==> src/rtl/pattern_tx_pkg.sv <==
// Shared definitions for the serial pattern transmitter: state codes and
// the width of the observable state output.
package pattern_tx_pkg;

    localparam int S_W = 3;

    localparam logic [S_W-1:0] ST_IDLE   = 3'b000;
    localparam logic [S_W-1:0] ST_SHIFT  = 3'b001;
    localparam logic [S_W-1:0] ST_PARITY = 3'b010;
    localparam logic [S_W-1:0] ST_DONE   = 3'b100;

endpackage

==> src/rtl/pattern_tx_bit_counter.sv <==
// Loadable down-counter that saturates at zero; the transmitter reloads it
// on every accepted word.
module bit_counter #(
    parameter int WIDTH = 3
) (
    input  logic             CLK,
    input  logic             RESET,
    input  logic             load,
    input  logic [WIDTH-1:0] load_val,
    input  logic             dec,
    output logic [WIDTH-1:0] count,
    output logic             zero
);

    always_ff @(posedge CLK or posedge RESET) begin
        if (RESET)
            count <= '0;
        else if (load)
            count <= load_val;
        else if (dec && !zero)
            count <= count - 1'b1;
    end

    assign zero = (count == '0);

endmodule

==> src/rtl/pattern_tx.sv <==
// Serial pattern transmitter: shifts a captured word out MSB-first on x,
// optionally followed by an even-parity bit, then pulses done.
module pattern_tx
    import pattern_tx_pkg::*;
#(
    parameter int WIDTH     = 8,
    parameter int PARITY_EN = 1
) (
    input  logic             CLK,
    input  logic             RESET,
    input  logic             start,
    input  logic [WIDTH-1:0] data,
    output logic             x,
    output logic             x_valid,
    output logic             busy,
    output logic             done,
    output logic [S_W-1:0]   S
);

    localparam int CW = $clog2(WIDTH);

    logic [S_W-1:0]   state, state_nxt;
    logic [WIDTH-1:0] shreg;
    logic             par;
    logic             accept;
    logic [CW-1:0]    count;
    logic             cnt_zero;

    assign accept = (state == ST_IDLE) && start;

    bit_counter #(.WIDTH(CW)) u_bit_counter (
        .CLK      (CLK),
        .RESET    (RESET),
        .load     (accept),
        .load_val (CW'(WIDTH - 1)),
        .dec      (state == ST_SHIFT),
        .count    (count),
        .zero     (cnt_zero)
    );

    always_ff @(posedge CLK or posedge RESET) begin
        if (RESET)
            state <= ST_IDLE;
        else
            state <= state_nxt;
    end

    always_comb begin
        state_nxt = state;
        case (state)
            ST_IDLE:   if (start) state_nxt = ST_SHIFT;
            ST_SHIFT:  if (cnt_zero) state_nxt = (PARITY_EN != 0) ? ST_PARITY : ST_DONE;
            ST_PARITY: state_nxt = ST_DONE;
            ST_DONE:   state_nxt = ST_IDLE;
            default:   state_nxt = ST_IDLE;
        endcase
    end

    // The word and its parity are captured only at acceptance, so data may
    // wander freely while the block is busy.
    always_ff @(posedge CLK or posedge RESET) begin
        if (RESET) begin
            shreg <= '0;
            par   <= 1'b0;
        end else if (accept) begin
            shreg <= data;
            par   <= ^data;
        end else if (state == ST_SHIFT) begin
            shreg <= {shreg[WIDTH-2:0], 1'b0};
        end
    end

    always_comb begin
        x       = 1'b0;
        x_valid = 1'b0;
        busy    = 1'b0;
        done    = 1'b0;
        case (state)
            ST_SHIFT: begin
                x       = shreg[WIDTH-1];
                x_valid = 1'b1;
                busy    = 1'b1;
            end
            ST_PARITY: begin
                x       = par;
                x_valid = 1'b1;
                busy    = 1'b1;
            end
            ST_DONE: begin
                done = 1'b1;
                busy = 1'b1;
            end
            default: ;
        endcase
    end

    assign S = state;

endmodule

==> config.mk <==
export PLATFORM = sky130hd
export DESIGN_NAME = pattern_tx
export DESIGN_NICKNAME = d
export VERILOG_FILES = /design/src/rtl/pattern_tx_pkg.sv /design/src/rtl/pattern_tx_bit_counter.sv /design/src/rtl/pattern_tx.sv
export SDC_FILE = /design/constraint.sdc
export NUM_CORES = 1
export LEC_CHECK = 0
export BUFFER_PORTS_ARGS = -buffer_cell sky130_fd_sc_hd__buf_2
export CORE_UTILIZATION = 44
export CTS_CLUSTER_DIAMETER = 100
export DETAILED_ROUTE_END_ITERATION = 8
export GPL_ROUTABILITY_DRIVEN = 0
export MAX_ROUTING_LAYER = met4
export PLACE_DENSITY = 0.67
export SYNTH_ARGS = -nofsm -noshare
export SYNTH_HDL_FRONTEND = slang
export SYNTH_SLANG_ARGS = --single-unit
==> constraint.sdc <==
create_clock -name CLK -period 1.75 [get_ports CLK]
set_input_delay 0.0875 -clock CLK [delete_from_list [all_inputs] [get_ports CLK]]
set_output_delay 0.0875 -clock CLK [all_outputs]
set_load 0.01 [all_outputs]
Word level (Yosys, flattened, before mapping)
Index checks and enable logic that the tools add are counted.
- register bits after elaboration: 15
- bits of input ports: 11
- output and inout bits: 7
- word-level logic and storage cells: 32
- add/subtract/negate cells: 1
- eq/ne operators: 5
- mux-type cells: 11
- reductions and logical operators: 11
- operators by type and width (operator ; number):
    $mux W8 ; 2
    $mux W3 ; 4
    $pmux W3 S3 ; 1
    $reduce_xor A8 Y1 ; 1
    $logic_not A3 Y1 ; 2
    $ne A2 B2 Y1 const B ; 2
    $reduce_bool A2 Y1 ; 2
    $eq A3 B1 Y1 const B ; 1
    $eq A3 B2 Y1 const B ; 1
    $eq A3 B3 Y1 const B ; 1
    $mux W1 ; 3
    $reduce_or A3 Y1 ; 1
    $sub A3 B1 Y3 const B ; 1
    $logic_and A1 B1 Y1 ; 2
    $pmux W1 S2 ; 1
    $reduce_and A2 Y1 ; 1
    $reduce_or A2 Y1 ; 1
    $logic_not A1 Y1 ; 1

Depth between registers and ports, before layout
Gate-level depths: netlist of run 1.
- depth after elaboration: 5
- mapped depth: 6
- gate-level depth less buffers: 6

Cells and area by module
Synthesis of run 1 repeated with hierarchy kept, for this count alone.
- cell total of the unflattened synthesis: 88
- area total of the unflattened synthesis: 880.8 um^2
- modules (own cells, without submodules) (module ; instances ; cells an instance ; area each (um^2) ; sequential area each (um^2)):
    pattern_tx ; 1 ; 68 ; 669.4 ; 300.3
    bit_counter ; 1 ; 20 ; 211.5 ; 75.1

Least setup slack after synthesis of run 1
Ideal clock, no wire load.
- path type: flip-flop to flip-flop
- from: register u_bit_counter.count[0]
- to: register u_bit_counter.count[0]
- setup time: 0.123 ns
- data arrival time: 1.119 ns
- data required time: 1.627 ns
- slack: 0.508 ns
- cell stages (with the launch flop): 7
- path buffers: 0
- period minus slack after synthesis: 1.242 ns
- path through: dfrtp_1 > inv_2 > ha_1 > ha_1 > nand2b_1 > xnor2_1 > nand2_1
- cells in the longest elaborated chain, start to end: 4
- elaborated cells between the ends (all ways): 7
- classes of those cells: add/sub: 1; mux: 2; reduce/logical: 4
- ends and longest elaborated chain (item ; RTL line ; text):
    start: declaration ; pattern_tx_bit_counter.sv:11 ; output logic [WIDTH-1:0] count,
    start signal: assignment ; pattern_tx_bit_counter.sv:19 ; count <= load_val;
    start signal: assignment ; pattern_tx_bit_counter.sv:21 ; count <= count - 1'b1;
    branches (longest 4 deep; another with $sub A3 B1 Y3) ; - ;
Parallel ways; which one is timed is not known. The select of a mux whose other input is x is not followed.
A chain may end at the register's enable or synchronous reset.

Worst setup path in the final report of run 1
- from: register state[1], in the netlist S[1]
- to: output port x
- cells in the longest elaborated chain, start to end: 2
- elaborated cells between the ends (all ways): 3
- classes of those cells: eq/ne: 2; mux: 1
- ends and longest elaborated chain (item ; RTL line ; text):
    start: declaration ; pattern_tx.sv:22 ; logic [S_W-1:0] state, state_nxt;
    start signal: assignment ; pattern_tx.sv:45 ; state <= state_nxt;
    $eq A3 B2 Y1 / $eq A3 B1 Y1 (equally long branches) ; pattern_tx.sv:78 ; case (state)
    $pmux W1 S2 * ; pattern_tx.sv:78 ;
    end: declaration ; pattern_tx.sv:13 ; output logic x,
Every way passes the cells marked *; elsewhere a longest branch is shown, timed or not.

==> results of run 1 <==
==> Yosys cell counts (all sizes together) <==
cell type | number | area [sq um]
xnor2 | 8 | 70.1
nand2b | 1 | 6.26
inv | 6 | 22.5
a22o | 1 | 8.76
xor2 | 1 | 8.76
or3b | 1 | 8.76
nor3b | 2 | 20.0
ha | 2 | 25.0
a31oi | 6 | 37.5
o211ai | 3 | 22.5
or2 | 1 | 6.26
and2 | 2 | 12.5
nor2 | 7 | 26.3
nand3b | 1 | 7.51
o21ai | 2 | 10.0
dfrtp | 15 | 375
nand3 | 2 | 15.0
buf | 4 | 22.5
nand2 | 18 | 67.6
mux2 | 1 | 11.3
==> metal layers <==
metal  up-vias  track usage  part of all wire
met5         -            -                 0
met4         0       0.0727                 0
met3         0       0.0367             0.032
met2        20        0.262              0.50
met1       301        0.216              0.46
li1        317            -                 -
==> cell type report <==
cell class              instances  area share
multi-input cells              59       0.396
well taps                      16      0.0218
repair buffers                 20       0.120
flip-flops and latches         15       0.409
inverters                       6      0.0245
clock buffers                   4      0.0286
==> power groups by stage <==
stage	combinational, W	clock (W)	sequential, W
after floorplan	0.000583	0	0.000601
after global placement	0.000742	0	0.000604
after global routing	0.000868	0.000219	0.000623
after detailed placement	0.000769	0	0.000612
final	0.000768	0.000194	0.000606
after CTS	0.000784	0.000202	0.000605
==> cells by family (layout without fill, tap and decap cells) <==
| family | count (synthesis) | in the layout |
|---|---|---|
| mux | 1 | 1 |
| fa+ha+maj | 2 | 2 |
| flops | 15 | 15 |
| simple gates | 35 | 35 |
| xor+xnor | 9 | 9 |
| compound gates | 12 | 12 |
| buf+inv | 10 | 30 |
==> sequential cells by signal (all words and copies together) (netlist names) <==
name and flops:
S 3, par 1, shreg 8, u_bit_counter.count 3
==> repair_timing <==
action	in CTS	in global routing
hold buffers	1	0
resized for setup	0	0
endpoints found under the hold margin	15	0
==> through the flow <==
stage	setup slack [ns]	cell area, sq um	total power (W)	std cells	hold WS [ns]
6_report	0.248	918	0.00157	120	0.0655
5_1_grt	0.150	918	0.00171	120	0.0596
4_1_cts	0.237	918	0.00159	120	0.0561
3_5_place_dp	0.337	882	0.00138	115	0.169
3_3_place_gp	0.409	882	0.00135	115	0.165
2_1_floorplan	0.508	785	0.00118	84	-0.0110
==> final timing paths <==
| kind | startpoint | endpoint | depth (start not counted) |
|---|---|---|---|
| hold reg to reg | par | par | 2 |
| setup / recovery | S[1] | x | 3 |
| max in group asynchronous | RESET | S[2] | 3 |
| hold / removal | data[0] | shreg[0] | 3 |
| setup reg to reg | S[1] | u_bit_counter.count[0] | 4 |
| min in group asynchronous | RESET | shreg[2] | 3 |
==> worst max-delay path: stages (launching register included) <==
cell and delay (ns):
dfrtp_1 0.45, nor3b_2 0.38, a22o_1 0.20, buf_2 0.12
==> results.json, run 1 <==
{
  "status": "completed",
  "crit_fanout": 7,
  "cp-end-kind": "output port",
  "fillers": 153,
  "grt_pass1_vias": 560,
  "grtUsageTotal": 0.170,
  "cts_tree": "built",
  "synth_top_family_by_area": "simple AND/OR/NAND/NOR gates",
  "yosys.area_share.simple": 0.217,
  "p_int_w": 0.000943,
  "hold_viol": 0,
  "rows": 14,
  "synth-seq-area-share": 0.478,
  "layout.cells.most_common": "nand2_1",
  "required_ns": 1.66,
  "tns_ns": 0,
  "pin_count": 18,
  "power_frac_clock": 0.124,
  "switching_share": 0.399,
  "worst_ep_arrival_time_ns": 1.41,
  "irDropWorstVdd_mv": 0.809,
  "syn_area_sq_um": 785,
  "fin_crit_ns": 1.50,
  "antenna_found_initial": 0,
  "syn_to_final_growth_pct": 17.1,
  "fp.dieH_um": 44.2,
  "yosysWarnings": 0,
  "drt-initial-drc-count": 21,
  "start_util": 0.498,
  "reg2reg_slack_ns": 0.32,
  "post-route-period-util": 0.858,
  "cts_root_buf": "clkbuf_4",
  "insertion_delay_ns": 0.28,
  "drive_gt1_frac": 0.250,
  "dp_hpwl_um": 1020,
  "p_comb_frac": 0.490,
  "nNetsFinal": 118,
  "port-buffer-count": 17,
  "clock-sinks": 15,
  "synth_xor_area_frac": 0.100,
  "finalSetupViolations": 0,
  "coreArea_sq_um": 1580,
  "die-width_um": 44.2,
  "final_antenna_net_count": 0,
  "routed_wl_um": 1420,
  "syn-num-nets": 97,
  "yosys.cell_types.count": 24,
  "grt_max_degree": 23,
  "cp-start-kind": "flop",
  "power_density_nw_per_um2": 1710,
  "grt_pass1_wl_um": 2350,
  "cts.clk_slew.worst_paths_ns": 0.09,
  "viasPerCell": 5.32,
  "synthCells": 84,
  "wire_per_inst_um": 11.8,
  "ys_ff_latch": 15,
  "netSwitchingPower_w": 0.000626,
  "drv_slew": 0,
  "layout_common_cells": "nand2_1 (18), buf_2 (17), dfrtp_1 (15)",
  "pwr-share-seq": 0.386,
  "synth_area_per_cell_sq_um": 9.34,
  "muxShareOfSynthArea": 0.0144,
  "first_pass_iters": 6,
  "max_clock_freq_mhz": 666,
  "drc": 0,
  "tightest_slew_ns": 0.554,
  "seqCellArea_sq_um": 375,
  "postLayoutCoreUtil": 0.583,
  "yosys.area_share.adder": 0.0319,
  "drv_cap": 0,
  "grt_remaining_overflow": 0,
  "relSlewSlack": 0.630,
  "synth_compound_area_frac": 0.100,
  "antennaDiodeCount": 0,
  "cts_buffer_depth": 2,
  "postCtsSetupBuffers": 0,
  "p_leak_nw": 0.458,
  "cts_made_buffers": 3,
  "hold_class": "in2reg",
  "cts-htree-levels": 1,
  "multiInputGateArea_sq_um": 364,
  "die_area_sq_um": 1960,
  "vias": 638,
  "skew_ns": 0.00725,
  "path_class": "reg2out",
  "rsz0062_at_grt": "false"
}
Power figures use the tool's default switching activity.
==> inputs of run 2 (changes only) <==
--- a/config.mk
+++ b/config.mk
@@ -6,6 +6,7 @@
 export NUM_CORES = 1
 export LEC_CHECK = 0
 export BUFFER_PORTS_ARGS = -buffer_cell sky130_fd_sc_hd__buf_2
+export CORE_ASPECT_RATIO = 0.75
 export CORE_UTILIZATION = 44
 export CTS_CLUSTER_DIAMETER = 100
 export DETAILED_ROUTE_END_ITERATION = 8
@@ -15,3 +16,4 @@
 export SYNTH_ARGS = -nofsm -noshare
 export SYNTH_HDL_FRONTEND = slang
 export SYNTH_SLANG_ARGS = --single-unit
+export TNS_END_PERCENT = 5
==> results.json, run 2 (synthesis gave the netlist of run 1 again) <==
{
  "status": "completed",
  "rows": 12,
  "finalWorstSetupSlack_ns": 0.272,
  "top_register": "shreg",
  "viasPerCell": 4.92,
  "grt_max_degree": 23,
  "pin_count": 18,
  "finalSetupViolations": 0,
  "tightest_slew_ns": 0.556,
  "max_stage_delay_ns": 0.45,
  "drv_cap": 0,
  "grt_remaining_overflow": 0,
  "cts_buffer_depth": 2,
  "cp-start-kind": "flop",
  "grt_pass1_vias": 542,
  "met1_length_um": 666,
  "p_leak_nw": 0.458,
  "die-width_um": 50.8,
  "fin_crit_ns": 1.48,
  "drive_gt1_frac": 0.250,
  "cts_tree": "built",
  "drt-initial-drc-count": 8,
  "irDropWorstVdd_mv": 0.837,
  "nNetsFinal": 118,
  "dp_hpwl_um": 1020,
  "path_cells": "nor3b_2 -> a22o_1 -> buf_2",
  "grt_pass1_wl_um": 2270,
  "skew_ns": 0.00629,
  "hold_end": "shreg[0]",
  "reg2reg_slack_ns": 0.34,
  "seqCellArea_sq_um": 375,
  "layout_common_cells": "nand2_1 (18), buf_2 (17), dfrtp_1 (15)",
  "reg2reg_depth": 4,
  "port-buffer-count": 17,
  "path_class": "reg2out",
  "start_util": 0.498,
  "top_layer_used": "met3",
  "r2r-end": "u_bit_counter.count[0]",
  "hp-start": "data[0]",
  "post-route-period-util": 0.845,
  "dr_wl_met3_um": 71,
  "antenna_found_initial": 0,
  "fp.dieH_um": 38.6,
  "max_clock_freq_mhz": 677,
  "grtUsageTotal": 0.171,
  "required_ns": 1.66,
  "vias": 615,
  "cts.clk_slew.worst_paths_ns": 0.08,
  "antennaDiodeCount": 0,
  "final_antenna_net_count": 0,
  "wire_per_inst_um": 10.8,
  "finalPower_w": 0.00155,
  "hold_class": "in2reg",
  "coreArea_sq_um": 1580,
  "cts_made_buffers": 3,
  "drc": 0,
  "relSlewSlack": 0.629,
  "first_pass_iters": 4,
  "cts-htree-levels": 1,
  "tns_ns": 0,
  "hold_viol": 0,
  "drv_slew": 0,
  "layout.cells.most_common": "nand2_1",
  "cp-end-kind": "output port",
  "rsz0062_at_grt": "false",
  "clock-sinks": 15,
  "path_buf_inv": 1,
  "insertion_delay_ns": 0.28,
  "largest_register_ffs": 8,
  "cp_slowest_cell": "dfrtp_1",
  "multiInputGateArea_sq_um": 364,
  "min_path_cells": 3,
  "cts_root_buf": "clkbuf_4",
  "die_area_sq_um": 1960,
  "power_density_nw_per_um2": 1680,
  "wl_met2_um": 609,
  "crit_fanout": 7,
  "pre_cts_slack_ns": 0.367,
  "reg2reg_from": "S[1]",
  "worst_ep_arrival_time_ns": 1.39,
  "cts-resized-gates": 0,
  "syn_to_final_growth_pct": 17.9,
  "postCtsSetupBuffers": 0,
  "holdBufCountCts": 1,
  "routed_wl_um": 1350,
  "fillers": 154,
  "path_delay_family": "flip-flops"
}
[run 2: cell counts in the layout (fill, tap and decap cells not counted)]
Identical to the previous run, type by type.
[run 2: tightest hold or removal path: stages]
cell	delay (ns)
buf_2	0.11
inv_1	0.06
o21ai_1	0.06
[run 2: layer usage]
| layer | track usage | up-vias |
|---|---|---|
| met5 | - | - |
| met4 | 0.0208 | 0 |
| met3 | 0.0706 | 0 |
| met2 | 0.280 | 15 |
| met1 | 0.208 | 282 |
| li1 | - | 318 |
[run 2: final cells by class]
class	count	share of cell area
repair buffers	20	0.119
clock buffers	4	0.0284
inverters	6	0.0244
flip-flops and latches	15	0.406
multi-input cells	59	0.394
well taps	21	0.0284
[run 2: metrics by stage]
step,cells,cell area (sq um),utilization,hold WS (ns)
after floorplan,84,785,-,-0.0110
after global placement,120,888,0.563,0.166
after detailed placement,120,888,0.563,0.170
after CTS,125,925,0.587,0.0690
after global routing,125,925,0.587,0.0721
final,125,925,0.587,0.0745
[run 2: worst max path at each step]
stage / start / end / slack [ns] / depth (start not counted)
6_report: S[1] / x / 0.27 / 3
5_1_grt: S[1] / x / 0.16 / 3
4_1_cts: S[1] / x / 0.27 / 3
3_5_place_dp: S[1] / u_bit_counter.count[0] / 0.37 / 4
3_3_place_gp: S[1] / u_bit_counter.count[0] / 0.40 / 4
2_1_floorplan: u_bit_counter.count[0] / u_bit_counter.count[0] / 0.51 / 6
[run 2: where the power goes]
group | leakage, nW | internal, W | switching [W]
registers | 0.182 | 0.000510 | 0.0000939
clock network | 0.0150 | 0.0000884 | 0.0000998
logic | 0.261 | 0.000346 | 0.000415
